File: src/rtl/frame_uploader_pkg.sv
// Shared constants and FSM state encoding for the camera frame upload sequencer.
package frame_uploader_pkg;

  localparam logic [7:0] CMD_CAPTURE = 8'h43;
  localparam logic [7:0] CMD_READ    = 8'h52;
  localparam logic [7:0] SYNC0       = 8'hA5;
  localparam logic [7:0] SYNC1       = 8'h5A;
  localparam logic [7:0] ERR_CODE    = 8'hEE;

  typedef enum logic [3:0] {
    ST_IDLE,
    ST_CAP_START,
    ST_CAP_WAIT_HI,
    ST_CAP_WAIT_LO,
    ST_RD_START,
    ST_RRST_WAIT,
    ST_HDR0,
    ST_HDR1,
    ST_BYTE_REQ,
    ST_BYTE_WAIT,
    ST_BYTE_TX,
    ST_CSUM_H,
    ST_CSUM_L,
    ST_ERR_TX
  } state_t;

endpackage

File: src/rtl/uart_byte_issue.sv
// Single-byte UART handshake: wait for an idle transmitter, pulse tx_en with the
// byte latched, then report completion on the tx_done pulse.
module uart_byte_issue (
  input  logic       i_clk,
  input  logic       i_rstn,
  input  logic       i_req,
  input  logic [7:0] i_data,
  input  logic       i_tx_busy,
  input  logic       i_tx_done,
  output logic [7:0] o_tx_data,
  output logic       o_tx_en,
  output logic       o_done
);

  logic       r_inflight;
  logic       r_tx_en;
  logic [7:0] r_tx_data;

  always_ff @(posedge i_clk or negedge i_rstn) begin
    if (!i_rstn) begin
      r_inflight <= 1'b0;
      r_tx_en    <= 1'b0;
      r_tx_data  <= 8'h00;
    end else begin
      r_tx_en <= 1'b0;
      if (!r_inflight) begin
        if (i_req && !i_tx_busy) begin
          r_inflight <= 1'b1;
          r_tx_en    <= 1'b1;
          r_tx_data  <= i_data;
        end
      end else if (i_tx_done) begin
        r_inflight <= 1'b0;
      end
    end
  end

  // Combinational so the requester advances on the very edge that sees tx_done.
  assign o_done    = r_inflight && i_tx_done;
  assign o_tx_en   = r_tx_en;
  assign o_tx_data = r_tx_data;

endmodule

File: src/rtl/frame_uploader.sv
// Command-driven frame transfer: optional capture, FIFO rewind, then a framed
// UART packet of sync bytes, payload and 16-bit additive checksum.
module frame_uploader
  import frame_uploader_pkg::*;
#(
  parameter int IMG_BYTES      = 153600,
  parameter int TIMEOUT_CYCLES = 24000000
) (
  input  logic       i_clk,
  input  logic       i_rstn,
  input  logic       i_rx_done,
  input  logic [7:0] i_rx_data,
  output logic [7:0] o_tx_data,
  output logic       o_tx_en,
  input  logic       i_tx_busy,
  input  logic       i_tx_done,
  output logic       o_capture_start,
  input  logic       i_fifo_busy,
  output logic       o_read_start,
  input  logic       i_fifo_rrst_done,
  output logic       o_fifo_rd_byte_str,
  input  logic       i_data_ready,
  input  logic [7:0] i_data_from_fifo,
  output logic       o_busy,
  output logic       o_error
);

  localparam int CNT_W = $clog2(IMG_BYTES + 1);
  localparam int TO_W  = $clog2(TIMEOUT_CYCLES + 1);

  state_t           r_state;
  logic             r_capture_start;
  logic             r_read_start;
  logic             r_rd_byte_str;
  logic             r_error;
  logic [7:0]       r_byte;
  logic [15:0]      r_csum;
  logic [CNT_W-1:0] r_cnt;
  logic [TO_W-1:0]  r_to_cnt;

  logic             w_tx_req;
  logic [7:0]       w_tx_sel;
  logic             w_tx_done;
  logic             w_timeout;
  logic [CNT_W-1:0] w_cnt_inc;

  assign w_timeout = (r_to_cnt == TO_W'(TIMEOUT_CYCLES - 1));
  assign w_cnt_inc = r_cnt + 1'b1;

  always_comb begin
    w_tx_req = 1'b1;
    w_tx_sel = 8'h00;
    case (r_state)
      ST_HDR0:    w_tx_sel = SYNC0;
      ST_HDR1:    w_tx_sel = SYNC1;
      ST_BYTE_TX: w_tx_sel = r_byte;
      ST_CSUM_H:  w_tx_sel = r_csum[15:8];
      ST_CSUM_L:  w_tx_sel = r_csum[7:0];
      ST_ERR_TX:  w_tx_sel = ERR_CODE;
      default:    w_tx_req = 1'b0;
    endcase
  end

  uart_byte_issue u_issue (
    .i_clk     (i_clk),
    .i_rstn    (i_rstn),
    .i_req     (w_tx_req),
    .i_data    (w_tx_sel),
    .i_tx_busy (i_tx_busy),
    .i_tx_done (i_tx_done),
    .o_tx_data (o_tx_data),
    .o_tx_en   (o_tx_en),
    .o_done    (w_tx_done)
  );

  // FIFO pulses are raised on the transition into their state so a command
  // reaches the FIFO one cycle after i_rx_done.
  always_ff @(posedge i_clk or negedge i_rstn) begin
    if (!i_rstn) begin
      r_state         <= ST_IDLE;
      r_capture_start <= 1'b0;
      r_read_start    <= 1'b0;
      r_rd_byte_str   <= 1'b0;
      r_error         <= 1'b0;
      r_byte          <= 8'h00;
      r_csum          <= 16'h0000;
      r_cnt           <= '0;
      r_to_cnt        <= '0;
    end else begin
      r_capture_start <= 1'b0;
      r_read_start    <= 1'b0;
      r_rd_byte_str   <= 1'b0;
      r_to_cnt        <= r_to_cnt + 1'b1;
      case (r_state)
        ST_IDLE: begin
          if (i_rx_done && i_rx_data == CMD_CAPTURE) begin
            r_state         <= ST_CAP_START;
            r_capture_start <= 1'b1;
            r_error         <= 1'b0;
          end else if (i_rx_done && i_rx_data == CMD_READ) begin
            r_state      <= ST_RD_START;
            r_read_start <= 1'b1;
            r_error      <= 1'b0;
          end
        end
        ST_CAP_START: begin
          r_state  <= ST_CAP_WAIT_HI;
          r_to_cnt <= '0;
        end
        ST_CAP_WAIT_HI: begin
          if (i_fifo_busy) begin
            r_state  <= ST_CAP_WAIT_LO;
            r_to_cnt <= '0;
          end else if (w_timeout) begin
            r_error <= 1'b1;
            r_state <= ST_ERR_TX;
          end
        end
        ST_CAP_WAIT_LO: begin
          if (!i_fifo_busy) begin
            r_state      <= ST_RD_START;
            r_read_start <= 1'b1;
          end else if (w_timeout) begin
            r_error <= 1'b1;
            r_state <= ST_ERR_TX;
          end
        end
        ST_RD_START: begin
          r_state  <= ST_RRST_WAIT;
          r_to_cnt <= '0;
        end
        ST_RRST_WAIT: begin
          if (i_fifo_rrst_done) begin
            r_state <= ST_HDR0;
          end else if (w_timeout) begin
            r_error <= 1'b1;
            r_state <= ST_ERR_TX;
          end
        end
        ST_HDR0: begin
          if (w_tx_done) r_state <= ST_HDR1;
        end
        ST_HDR1: begin
          r_csum <= 16'h0000;
          r_cnt  <= '0;
          if (w_tx_done) r_state <= ST_BYTE_REQ;
        end
        ST_BYTE_REQ: begin
          r_rd_byte_str <= 1'b1;
          r_state       <= ST_BYTE_WAIT;
          r_to_cnt      <= '0;
        end
        ST_BYTE_WAIT: begin
          // A ready pulse coincident with our own strobe belongs to no request.
          if (i_data_ready && !r_rd_byte_str) begin
            r_byte  <= i_data_from_fifo;
            r_csum  <= r_csum + {8'h00, i_data_from_fifo};
            r_state <= ST_BYTE_TX;
          end else if (w_timeout) begin
            r_error <= 1'b1;
            r_state <= ST_ERR_TX;
          end
        end
        ST_BYTE_TX: begin
          if (w_tx_done) begin
            r_cnt   <= w_cnt_inc;
            r_state <= (w_cnt_inc == CNT_W'(IMG_BYTES)) ? ST_CSUM_H : ST_BYTE_REQ;
          end
        end
        ST_CSUM_H: begin
          if (w_tx_done) r_state <= ST_CSUM_L;
        end
        ST_CSUM_L: begin
          if (w_tx_done) r_state <= ST_IDLE;
        end
        ST_ERR_TX: begin
          if (w_tx_done) r_state <= ST_IDLE;
        end
        default: r_state <= ST_IDLE;
      endcase
    end
  end

  assign o_capture_start    = r_capture_start;
  assign o_read_start       = r_read_start;
  assign o_fifo_rd_byte_str = r_rd_byte_str;
  assign o_error            = r_error;
  assign o_busy             = (r_state != ST_IDLE);

endmodule

File: config.mk
export PLATFORM = sky130hd
export DESIGN_NAME = frame_uploader
export DESIGN_NICKNAME = d
export VERILOG_FILES = /design/src/rtl/frame_uploader_pkg.sv /design/src/rtl/uart_byte_issue.sv /design/src/rtl/frame_uploader.sv
export SDC_FILE = /design/constraint.sdc
export NUM_CORES = 1
export LEC_CHECK = 0
export CORE_AREA = 2 2 97 99
export DETAILED_ROUTE_END_ITERATION = 8
export DIE_AREA = 0 0 99 101
export PLACE_DENSITY = 0.79
export REMOVE_ABC_BUFFERS = 1
export SKIP_CTS_REPAIR_TIMING = 1
export SYNTH_ARGS = -nofsm -noshare
export SYNTH_HDL_FRONTEND = slang
export SYNTH_SLANG_ARGS = --single-unit
File: constraint.sdc
create_clock -name i_clk -period 2.8 [get_ports i_clk]
set_input_delay 0.28 -clock i_clk [delete_from_list [all_inputs] [get_ports i_clk]]
set_output_delay 0.28 -clock i_clk [all_outputs]
set_load 0.02 [all_outputs]
-- Word level (Yosys, flattened, before mapping)
Cells that the tools add are included.
- word-level logic and storage cells: 106
- output and inout port bits: 14
- register bits: 85
- eq/ne operators: 28
- reduce and logical (&&, ||, !) cells: 21
- muxes and demuxes: 41
- bitwise gates (word level): 1
- add/sub/neg operators: 3
- operators with widths (operator ; number):
    one-hot mux 4 bit (13 select lines) ; 1
    one-hot mux 25 bit (2 select lines) ; 1
    two-way mux 4 bit ; 12
    one-hot mux 8 bit (6 select lines) ; 1
    one-hot mux 18 bit (2 select lines) ; 1
    one-hot mux 16 bit (2 select lines) ; 1
    adder 25 x 1 -> 25 bit (second input constant) ; 1
    == test 25 bit (second input constant) ; 1
    two-way mux 25 bit ; 1
    == test 4 bit (second input constant) ; 6
    adder 18 x 1 -> 18 bit (second input constant) ; 1
    == test 18 bit (second input constant) ; 1
    two-way mux 1 bit ; 18
    two-way mux 18 bit ; 1
    adder 16 x 8 -> 16 bit ; 1
    == test 4 x 3 -> 1 bit (second input constant) ; 4
    == test 8 x 7 -> 1 bit (second input constant) ; 2
    two-way mux 16 bit ; 1
    AND reduction 6 bit ; 2
    != test 2 x 1 -> 1 bit (second input constant) ; 5
    != test 2 bit (second input constant) ; 5
    == test 4 x 2 -> 1 bit (second input constant) ; 2
    AND reduction 2 bit ; 4
    OR reduction 6 bit ; 1
    other kinds (14) ; 20

-- Logic depth before layout (Yosys ltp)
Gate-level depths: netlist of run 1.
- word-level depth: 6
- mapped depth: 8
- gate-level depth less buffers: 8

-- Cells and area by module
Synthesis of run 1 repeated with hierarchy kept, for this count alone.
- cell total of the unflattened synthesis: 589
- area, all modules: 5220.0 sq um
- modules (own cells, without submodules) (module ; cells each ; area an instance (sq um) ; sequential area each (sq um) ; times used):
    frame_uploader ; 566 ; 4835.9 ; 1876.8 ; 1
    uart_byte_issue ; 23 ; 384.1 ; 250.2 ; 1

-- Worst setup path after synthesis of run 1
OpenSTA, ideal clock, no wires.
- path type: register to register
- start: register r_state[0]
- end: register r_state[0]
- cell stages (with the launch flop): 9
- clock period less this slack: 2185 ps
- arrival: 2061 ps
- setup slack: 615 ps
- cell sequence: dfrtp_1 -> buf_2 -> or4_1 -> clkbuf_1 -> a41oi_2 -> o21bai_1 -> mux2i_1 -> a21oi_1 -> or2_1
- longest elaborated chain between the ends: 4
- elaborated cells between the ends (all ways): 28
- classes of those cells: eq/ne (19); mux (6); reduce/logical (3)
- ends and longest elaborated chain (element ; RTL line ; source):
    from (decl) ; frame_uploader.sv:31 ; state_t r_state;
    from (signal assigned) ; frame_uploader.sv:167 ; r_state <= (w_cnt_inc == CNT_W'(IMG_BYTES)) ? ST_CSUM_H : ST_BYTE_REQ;
    == test 4 bit ; frame_uploader.sv:94 ; case (r_state)
    OR reduction 2 bit (no line) ; n/a ;
    != test 2 x 1 -> 1 bit (no line) ; n/a ;
    AND reduction 6 bit (no line) ; n/a ;
Several ways; a longest one is shown, not always the timed one.
A chain may end at the register's enable or synchronous reset.

-- Worst setup path after layout of run 1
- start: register r_cnt[6]
- end: register r_state[1]
- longest elaborated chain between the ends: 5
- ends and longest elaborated chain (element ; RTL line ; source):
    from (decl) ; frame_uploader.sv:38 ; logic [CNT_W-1:0] r_cnt;
    from (signal assigned) ; frame_uploader.sv:166 ; r_cnt <= w_cnt_inc;
    adder 18 x 1 -> 18 bit ; frame_uploader.sv:48 ; assign w_cnt_inc = r_cnt + 1'b1;
    == test 18 bit ; frame_uploader.sv:167 ;
    two-way mux 2 bit ; frame_uploader.sv:167 ;
    two-way mux 4 bit ; frame_uploader.sv:165 ; if (w_tx_done) begin
    one-hot mux 4 bit (13 select lines) ; frame_uploader.sv:94 ;
Every way passes these cells. The select of a mux whose other input is x is not followed.

==> results of run 1 <==
## power by group
group / switching [mW] / total, mW / internal (mW) / leakage (nW)
registers: 0.190 / 1.61 / 1.42 / 1.17
logic: 1.16 / 1.92 / 0.754 / 1.31
clock network: 0.482 / 1.02 / 0.533 / 0.110
## metal layers
| metal | wire length [um] | vias up |
|---|---|---|
| li1 | - | 2187 |
| met1 | 5480 | 2148 |
| met2 | 5520 | 151 |
| met3 | 721 | 21 |
| met4 | 234 | 0 |
| met5 | 0 | - |
## path summary, 6_finish.rpt
kind	start	end	slack, ns	cells past startpoint
worst min-delay path	i_rstn	r_to_cnt[16]	0.09	1
max in group asynchronous	i_rstn	r_cnt[1]	2.02	1
worst max-delay path	r_cnt[6]	r_state[1]	0.29	6
min in group i_clk	u_issue.o_tx_data[5]	u_issue.o_tx_data[5]	0.48	2
worst max register to register	r_cnt[6]	r_state[1]	0.29	6
worst min register to register	u_issue.o_tx_data[5]	u_issue.o_tx_data[5]	0.48	2
## registers in the layout, indices dropped and copies added (netlist names)
name	flops
r_to_cnt	25
r_cnt	18
r_csum	16
r_byte	8
u_issue.o_tx_data	8
r_state	4
o_capture_start	1
o_error	1
o_fifo_rd_byte_str	1
o_read_start	1
u_issue.o_tx_en	1
u_issue.r_inflight	1
## cell type report
type	count	area, um^2
inverter	15	56.3
clock buffer	10	138
multi-input combinational	471	2830
sequential	85	2130
timing repair buffer	53	488
clock inverter	6	92.6
fill	743	3110
tap	111	139
## stage by stage
step	util [%]	cells
after global routing	65.4	751
after floorplan	-	571
after global placement	62.8	735
final	65.4	751
after detailed placement	62.8	735
after CTS	65.4	751
## kinds of logic (layout without fill, tap and decap cells)
| kind of cell | count (synthesis) | count (layout) | share of synthesized area, % |
|---|---|---|---|
| simple gates | 277 | 277 | 27.6 |
| mux | 6 | 6 | 1.16 |
| fa+ha+maj | 12 | 12 | 3.06 |
| xor+xnor | 45 | 45 | 7.64 |
| buf+inv | 51 | 84 | 3.93 |
| flops | 85 | 85 | 41.2 |
| compound gates | 131 | 131 | 15.4 |
## cell usage after synthesis, types with 5 or more instances
| master | count |
|---|---|
| dfrtp_1 | 85 |
| nand2_1 | 81 |
| nor2_1 | 59 |
| o21ai_0 | 59 |
| nand3_1 | 41 |
| a21oi_1 | 28 |
| xor2_1 | 28 |
| clkbuf_1 | 27 |
| xnor2_1 | 17 |
| inv_1 | 15 |
| and3_1 | 14 |
| nand4_1 | 13 |
| nor3_1 | 12 |
| ha_1 | 11 |
| nand2b_1 | 8 |
| nor2b_1 | 7 |
| a22oi_1 | 6 |
| buf_2 | 6 |
| mux2i_1 | 6 |
| nor3b_1 | 6 |
| and2_1 | 5 |
## worst reg2reg max path, cell delays in order, from the launching register on
cell and delay [ns]:
dfrtp_1 0.60, nand4_4 0.19, nor4_2 0.59, nor4b_1 0.43
a311oi_1 0.11, nor4_1 0.38, or3_1 0.16
==> reports/qor.yml, run 1 <==
status:
  outcome: "finished, final reports clean"
routing:
  post-route-drc-count: 0
  dr_total_vias: 4507
  detail_route.iter0.violations: 289
  drt_first_pass_iters: 5
  drtAntennaViolNets: 0
  via_to_cell_ratio: 6.00
  postRouteWirelength_um: 12000
  detail_route.wl_per_cell_um: 15.9
sta:
  max_slew_margin_pct: 29.7
  fin_hold_ws_ns: 0.0874
  final_worst_setup_slack_ns: 0.290
  max_slew.worst_pin.slew_ns: 1.05
  period_utilization_post_route_pct: 89.7
  finalHoldViolations: 0
  timing.setup.tns_ns: 0
  fmax_mhz: 398
  final.setup_skew_ns: 0.0105
  final.min_clock_period_ns: 2.51
  setup_repair_after_global_routing_missed_its_margin: "no"
  setup_violations: 0
  number_of_pins_with_negative_max_slew_slack_in_the_final_report: 0
cells_and_area:
  syn2layout_area_growth_pct: 13.8
  final_common_cell: "dfrtp_1"
  drive_gt1_share_pct: 7.50
  antennaDiodeCount: 0
  commonest_cells_after_routing_fill_and_taps_aside: "dfrtp_1 (85), nand2_1 (81), o21ai_0 (59), nor2_1 (59), nand3_1 (41)"
  postLayoutCellArea_um2: 5870
  finalNetCount: 671
place:
  dp_worst_setup_slack_ns: 0.223
  dpl-instance-area_um2: 5640
  gpl.final_weighted_congestion: 0.920
  port_buffers: 37
  place_hpwl_um: 8350
job:
  max-cap-violations: 0
floorplanning:
  ios: 38
  floorplan.die.height_um: 101
  floorplan.rows: 35
  fp.dieW_um: 99
  floorplan.initialDensity_pct: 57.5
  dieArea_um2: 10000
  core_area_um2: 8980
cts:
  numCtsBuffers: 9
  worst_skew_pair.late_latency_ns: 0.37
  h-tree-depth: 3
  cts_root_buffer: "clkbuf_8"
  clock_path_buffers: 2
  worst_setup_hold_path_clk_slew_ns: 0.09
  clock_sinks: 85
  clock_tree_from_tritoncts: "done"
logic_synthesis:
  yosys_register_bits: 85
  synth_area_leader_cell: "dfrtp_1"
  ys_top_cells_by_area: "dfrtp_1 (41%), nand2_1 (5.9%), o21ai_0 (5.7%)"
  netlist_area_um2: 5160
  number_of_warnings_reported_in_the_yosys_synthesis_log: 0
  syn-mean-instance-area_um2: 8.50
  async_reset_ff_share_pct: 100
  synth-edff-count: 0
  syn_inst: 607
  postSynth.topFlopCell: "dfrtp_1"
  yosysUniqueCellTypes: 68
  netlist.area_leader.share_pct: 41.2
  sequential_area_share_after_synthesis_pct: 41.2
global_route:
  groute.layer.met2.usage_pct: 39.7
  busiest_layer: "met2"
  gr-total-overflow: 0
  first_global_vias: 4235
  grt_pass1_wl_um: 20000
  met3_global_route_usage_pct: 3.47
  grt_usage_pct: 25.0
  pin_count_of_the_biggest_net_entering_global_routing: 86
  globalRouteMet1Util_pct: 34.9
  grt_antenna_before_repair: 0
critical_path:
  end_kind: "register"
  cpMaxStageDelayCell: "dfrtp_1"
  timing.critical_path.max_delay_family: "simple AND/OR/NAND/NOR gates"
  critPathMaxStageDelay_ns: 0.60
  timing.critical_path.from_type: "register"
  timing.critical_path.cells: "nand4_4 -> nor4_2 -> nor4b_1 -> a311oi_1 -> nor4_1 -> or3_1"
  type_of_the_setup_path_with_the_least_slack: "reg -> reg"
  required_ns: 3.11
  endpoint_arrival_time_on_the_critical_path_ns: 2.82
  worst-path-buf-inv: 0
  critical_path_peak_fanout: 12
pwr:
  power_density_nw_per_um2: 774
  irDropWorstVdd_v: 0.000399
  post-layout-total-power_mw: 4.54
  leakagePower_nw: 2.59
worst_hold_path:
  hp-class: "in -> async"
Power figures use the tool's default switching activity.
==> run 2: changes to the inputs <==
- CORE_AREA: 2 2 97 99 -> 2 2 93 95
- DIE_AREA: 0 0 99 101 -> 0 0 95 97
- PLACE_DENSITY: 0.79 -> 0.85
- clock period: 2.8 -> 3.2 ns (I/O delays scaled with it)
==> run 2 against run 1 <==
Critical path type is now reg -> out. Non-clock buffer count fell by 4. Clock skew rose by 0.0013 ns. Global-route usage rose by 1.8 points. Die area fell by 7.8%. Routed wire length rose by 0.38%. Cell count fell by 1.3%. Design area fell by 1.2%. Clock-buffer cell count fell by 1. Largest power group unchanged. Sequential share of layout area rose by 0.44 points.
==> reports/qor.yml, run 2 (synthesized netlist as in run 1, its figures left out) <==
pwr:
  irDropWorstVdd_v: 0.000318
  leakagePower_nw: 2.56
  power_density_nw_per_um2: 664
critical_path:
  timing.critical_path.from_type: "register"
  required_ns: 2.88
  end_kind: "output pin"
  timing.critical_path.cells: "or4_1 -> clkdlybuf4s50_1"
  worst-path-buf-inv: 1
  r2r.worst_path.cells: 7
  r2r-start: "r_cnt[0]"
  type_of_the_setup_path_with_the_least_slack: "reg -> out"
  critPathMaxStageDelay_ns: 0.68
  endpoint_arrival_time_on_the_critical_path_ns: 2.18
  regToRegEndpoint: "r_state[1]"
  r2r_slack_ns: 0.76
  critical_path_peak_fanout: 16
  cpMaxStageDelayCell: "or4_1"
  timing.critical_path.max_delay_family: "simple AND/OR/NAND/NOR gates"
routing:
  via_to_cell_ratio: 6.16
  drtAntennaViolNets: 0
  drt_first_pass_iters: 5
  detail_route.wl_per_cell_um: 16.2
  post-route-drc-count: 0
  dr_total_vias: 4566
  postRouteWirelength_um: 12000
  detail_route.iter0.violations: 273
cells_and_area:
  antennaDiodeCount: 0
  final_common_cell: "dfrtp_1"
  fin_cells: 741
  largest_register_ff_count: 25
  largest_registers: "r_to_cnt: 25 flops, r_cnt: 18 flops, r_csum: 16 flops"
  reg_with_most_ffs: "r_to_cnt"
  syn2layout_area_growth_pct: 12.4
  finalNetCount: 667
  commonest_cells_after_routing_fill_and_taps_aside: "dfrtp_1 (85), nand2_1 (81), o21ai_0 (59), nor2_1 (59), nand3_1 (41)"
  drive_gt1_share_pct: 6.92
place:
  gpl.final_weighted_congestion: 0.910
  place_hpwl_um: 8320
  port_buffers: 37
  placed_cells: 725
global_route:
  grt_antenna_before_repair: 0
  grt_pass1_wl_um: 19800
  first_global_vias: 4288
  gr-total-overflow: 0
  pin_count_of_the_biggest_net_entering_global_routing: 86
  grt_usage_pct: 26.8
sta:
  setup_repair_after_global_routing_missed_its_margin: "no"
  fin_hold_ws_ns: 0.124
  max_slew_margin_pct: 30.6
  setup_violations: 0
  number_of_pins_with_negative_max_slew_slack_in_the_final_report: 0
  final.min_clock_period_ns: 2.50
  fmax_mhz: 400
  period_utilization_post_route_pct: 78.0
  finalHoldViolations: 0
  final.setup_skew_ns: 0.0118
  max_slew.worst_pin.slew_ns: 1.04
  timing.setup.tns_ns: 0
floorplanning:
  dieArea_um2: 9220
  ios: 38
  fp.dieW_um: 95
  floorplan.die.height_um: 97
  floorplan.initialDensity_pct: 63.4
  core_area_um2: 8130
  floorplan.rows: 33
cts:
  numCtsBuffers: 9
  h-tree-depth: 3
  worst_skew_pair.late_latency_ns: 0.37
  clock_path_buffers: 2
  clock_sinks: 85
  worst_setup_hold_path_clk_slew_ns: 0.10
  cts_root_buffer: "clkbuf_8"
  clock_tree_from_tritoncts: "done"
job:
  max-cap-violations: 0
worst_hold_path:
  hp-class: "in -> async"
status:
  outcome: "finished, final reports clean"
-- run 2: cell types whose count changed in the layout (fill, tap and decap cells not counted) --
cell        change
clkinvlp_4      -1
bufinv_16       -1
buf_4           -4
clkinv_4        +1
clkinv_2        +2
clkbuf_8        -1
-- run 2: report_power, final --
part | leakage, nW | switching (mW) | total [mW] | internal [mW]
Sequential | 1.17 | 0.177 | 1.42 | 1.24
Clock | 0.100 | 0.431 | 0.796 | 0.365
Combinational | 1.29 | 0.994 | 1.64 | 0.643
-- run 2: layout make-up --
cell class	count	area [um^2]
clock buffer	9	124
inverter	15	56.3
timing repair buffer	49	458
tap	105	131
multi-input combinational	471	2830
sequential	85	2130
fill	635	2330
clock inverter	7	73.8
-- run 2: per-stage QoR --
stage | setup WS, ns | total power [mW] | utilization [%] | instance area, um^2
finish | 0.703 | 3.85 | 71.3 | 5800
floorplan | 0.739 | 2.47 | - | 5010
global placement | 0.673 | 2.97 | 68.9 | 5600
CTS | 0.692 | 3.83 | 71.3 | 5800
global route | 0.489 | 4.09 | 71.3 | 5800
detailed placement | 0.507 | 3.03 | 68.9 | 5600
-- run 2: worst max path at each step --
stage | slack [ns] | start | endpoint | cells after the start
6_report | 0.70 | r_state[1] | o_busy | 2
5_1_grt | 0.49 | r_cnt[0] | r_state[1] | 7
4_1_cts | 0.69 | r_state[1] | o_busy | 2
3_5_place_dp | 0.51 | i_data_from_fifo[0] | r_csum[12] | 9
3_3_place_gp | 0.67 | i_data_from_fifo[0] | r_csum[12] | 9
2_1_floorplan | 0.74 | r_state[0] | r_state[0] | 6
-- run 2: metal layers --
metal / track usage (%) / vias up / routed length, um
li1: - / 2182 / -
met1: 38.1 / 2191 / 5410
met2: 41.2 / 171 / 5560
met3: 4.91 / 22 / 823
met4: 8.81 / 0 / 203
met5: 0 / - / 0
==> run 3: changes to the inputs <==
- CORE_AREA: 2 2 93 95 -> 2 2 97 99
- DIE_AREA: 0 0 95 97 -> 0 0 99 101
- PLACE_DENSITY: 0.85 -> 0.79
- clock period: 3.2 -> 2.4 ns (I/O delays scaled with it)
==> run 3 against run 2 <==
Total power increased by 36%. Clock-buffer cell count unchanged. Flip-flop and latch count unchanged. Global-route usage decreased by 1.3 points. Sequential power increased by 29%. First-iteration DRC count decreased by 15%. Design area increased by 2.4%. Cell count increased by 2.7%. Clock skew increased by 0.0052 ns. Sequential share of layout area decreased by 0.86 points. Critical endpoint is now r_state[1].
==> reports/qor.yml, run 3 (synthesized netlist as in run 1, its figures left out) <==
cts:
  worst_skew_pair.late_latency_ns: 0.37
  h-tree-depth: 3
  clock_path_buffers: 2
  clock_tree_from_tritoncts: "done"
  numCtsBuffers: 9
  worst_setup_hold_path_clk_slew_ns: 0.10
  cts_root_buffer: "clkbuf_8"
  clock_sinks: 85
cells_and_area:
  layout.filler_cells: 743
  syn2layout_area_growth_pct: 15.1
  drive_gt1_share_pct: 8.92
  largest_register_ff_count: 25
  multi_input_area_um2: 2830
  layout.area.seq_um2: 2130
  reg_with_most_ffs: "r_to_cnt"
  final_common_cell: "dfrtp_1"
  antennaDiodeCount: 0
  finalNetCount: 681
  final_core_utilization_pct: 66.1
  commonest_cells_after_routing_fill_and_taps_aside: "dfrtp_1 (85), nand2_1 (81), o21ai_0 (59), nor2_1 (59), nand3_1 (41)"
  largest_registers: "r_to_cnt: 25 flops, r_cnt: 18 flops, r_csum: 16 flops"
sta:
  number_of_pins_with_negative_max_slew_slack_in_the_final_report: 0
  setup_violations: 0
  final.min_clock_period_ns: 2.24
  max_slew_margin_pct: 64.8
  finalHoldViolations: 0
  setup_repair_after_global_routing_missed_its_margin: "no"
  period_utilization_post_route_pct: 93.3
  fin_hold_ws_ns: 0.338
  final.setup_skew_ns: 0.0170
  fmax_mhz: 446
  max_slew.worst_pin.slew_ns: 0.524
global_route:
  grt_antenna_before_repair: 0
  gr-total-overflow: 0
  grt_usage_pct: 25.4
  first_global_vias: 4360
  pin_count_of_the_biggest_net_entering_global_routing: 37
  grt_pass1_wl_um: 20600
floorplanning:
  floorplan.initialDensity_pct: 57.5
  ios: 38
  core_area_um2: 8980
  dieArea_um2: 10000
  floorplan.rows: 35
  floorplan.die.height_um: 101
  fp.dieW_um: 99
pwr:
  post-layout-total-power_mw: 5.23
  irDropWorstVdd_v: 0.000475
  leakagePower_nw: 2.63
  power_density_nw_per_um2: 880
routing:
  postRouteWirelength_um: 12200
  post-route-drc-count: 0
  via_to_cell_ratio: 6.01
  detail_route.iter0.violations: 233
  drt_first_pass_iters: 5
  detail_route.wl_per_cell_um: 16.0
  drtAntennaViolNets: 0
  dr_total_vias: 4574
critical_path:
  r2r.worst_path.cells: 6
  type_of_the_setup_path_with_the_least_slack: "reg -> reg"
  end_kind: "register"
  required_ns: 2.64
  critical_path_cell_count: 6
  timing.critical_path.from_type: "register"
  worst-path-buf-inv: 0
  timing.critical_path.cells: "nand4_4 -> nor4_2 -> and3_1 -> xnor2_1 -> nor4_1 -> or3_1"
  endpoint_arrival_time_on_the_critical_path_ns: 2.48
  cpMaxStageDelayCell: "nor4_2"
  critPathMaxStageDelay_ns: 0.55
  critical_path_peak_fanout: 9
  timing.critical_path.max_delay_family: "simple AND/OR/NAND/NOR gates"
place:
  gpl.final_weighted_congestion: 0.922
  port_buffers: 37
  place_hpwl_um: 8700
worst_hold_path:
  hp-class: "in -> async"
status:
  outcome: "finished, final reports clean"
job:
  max-cap-violations: 0
-- run 3: path summary, 6_finish.rpt --
kind / from / to / slack (ns)
worst max-delay path: r_cnt[7] / r_state[1] / 0.16
worst min register to register: r_to_cnt[0] / r_to_cnt[0] / 0.49
worst max register to register: r_cnt[7] / r_state[1] / 0.16
worst min-delay path: i_rstn / r_to_cnt[21] / 0.34
min in group i_clk: i_tx_done / u_issue.r_inflight / 0.44
max in group asynchronous: i_rstn / o_error / 1.44
-- run 3: metrics by stage --
stage / instance area [um^2] / TNS (ns) / setup slack, ns / cells
2_1_floorplan: 5010 / -0.106 / -0.0608 / 571
3_3_place_gp: 5720 / 0 / 0.0296 / 744
3_5_place_dp: 5720 / -0.0429 / -0.0284 / 744
4_1_cts: 5920 / 0 / 0.176 / 760
5_1_grt: 5940 / 0 / 0.0478 / 761
6_report: 5940 / 0 / 0.160 / 761
-- run 3: per-layer routing --
metal,share of wire (%),global-route usage [%],vias up
li1,-,-,2214
met1,45,35.4,2204
met2,47,40.2,139
met3,6.0,4.58,17
met4,1.4,9.27,0
met5,0,0,-
-- run 3: final cells by class --
class,instances,share of cell area [%]
clock inverters,7,1.35
multi-input cells,471,47.7
inverters,15,0.948
well taps,111,2.34
repair buffers,63,9.73
clock buffers,9,2.09
flip-flops and latches,85,35.8
-- run 3: power breakdown --
group / internal (mW) / switching [mW]
Clock: 0.494 / 0.576
Sequential: 1.65 / 0.178
Combinational: 0.921 / 1.40
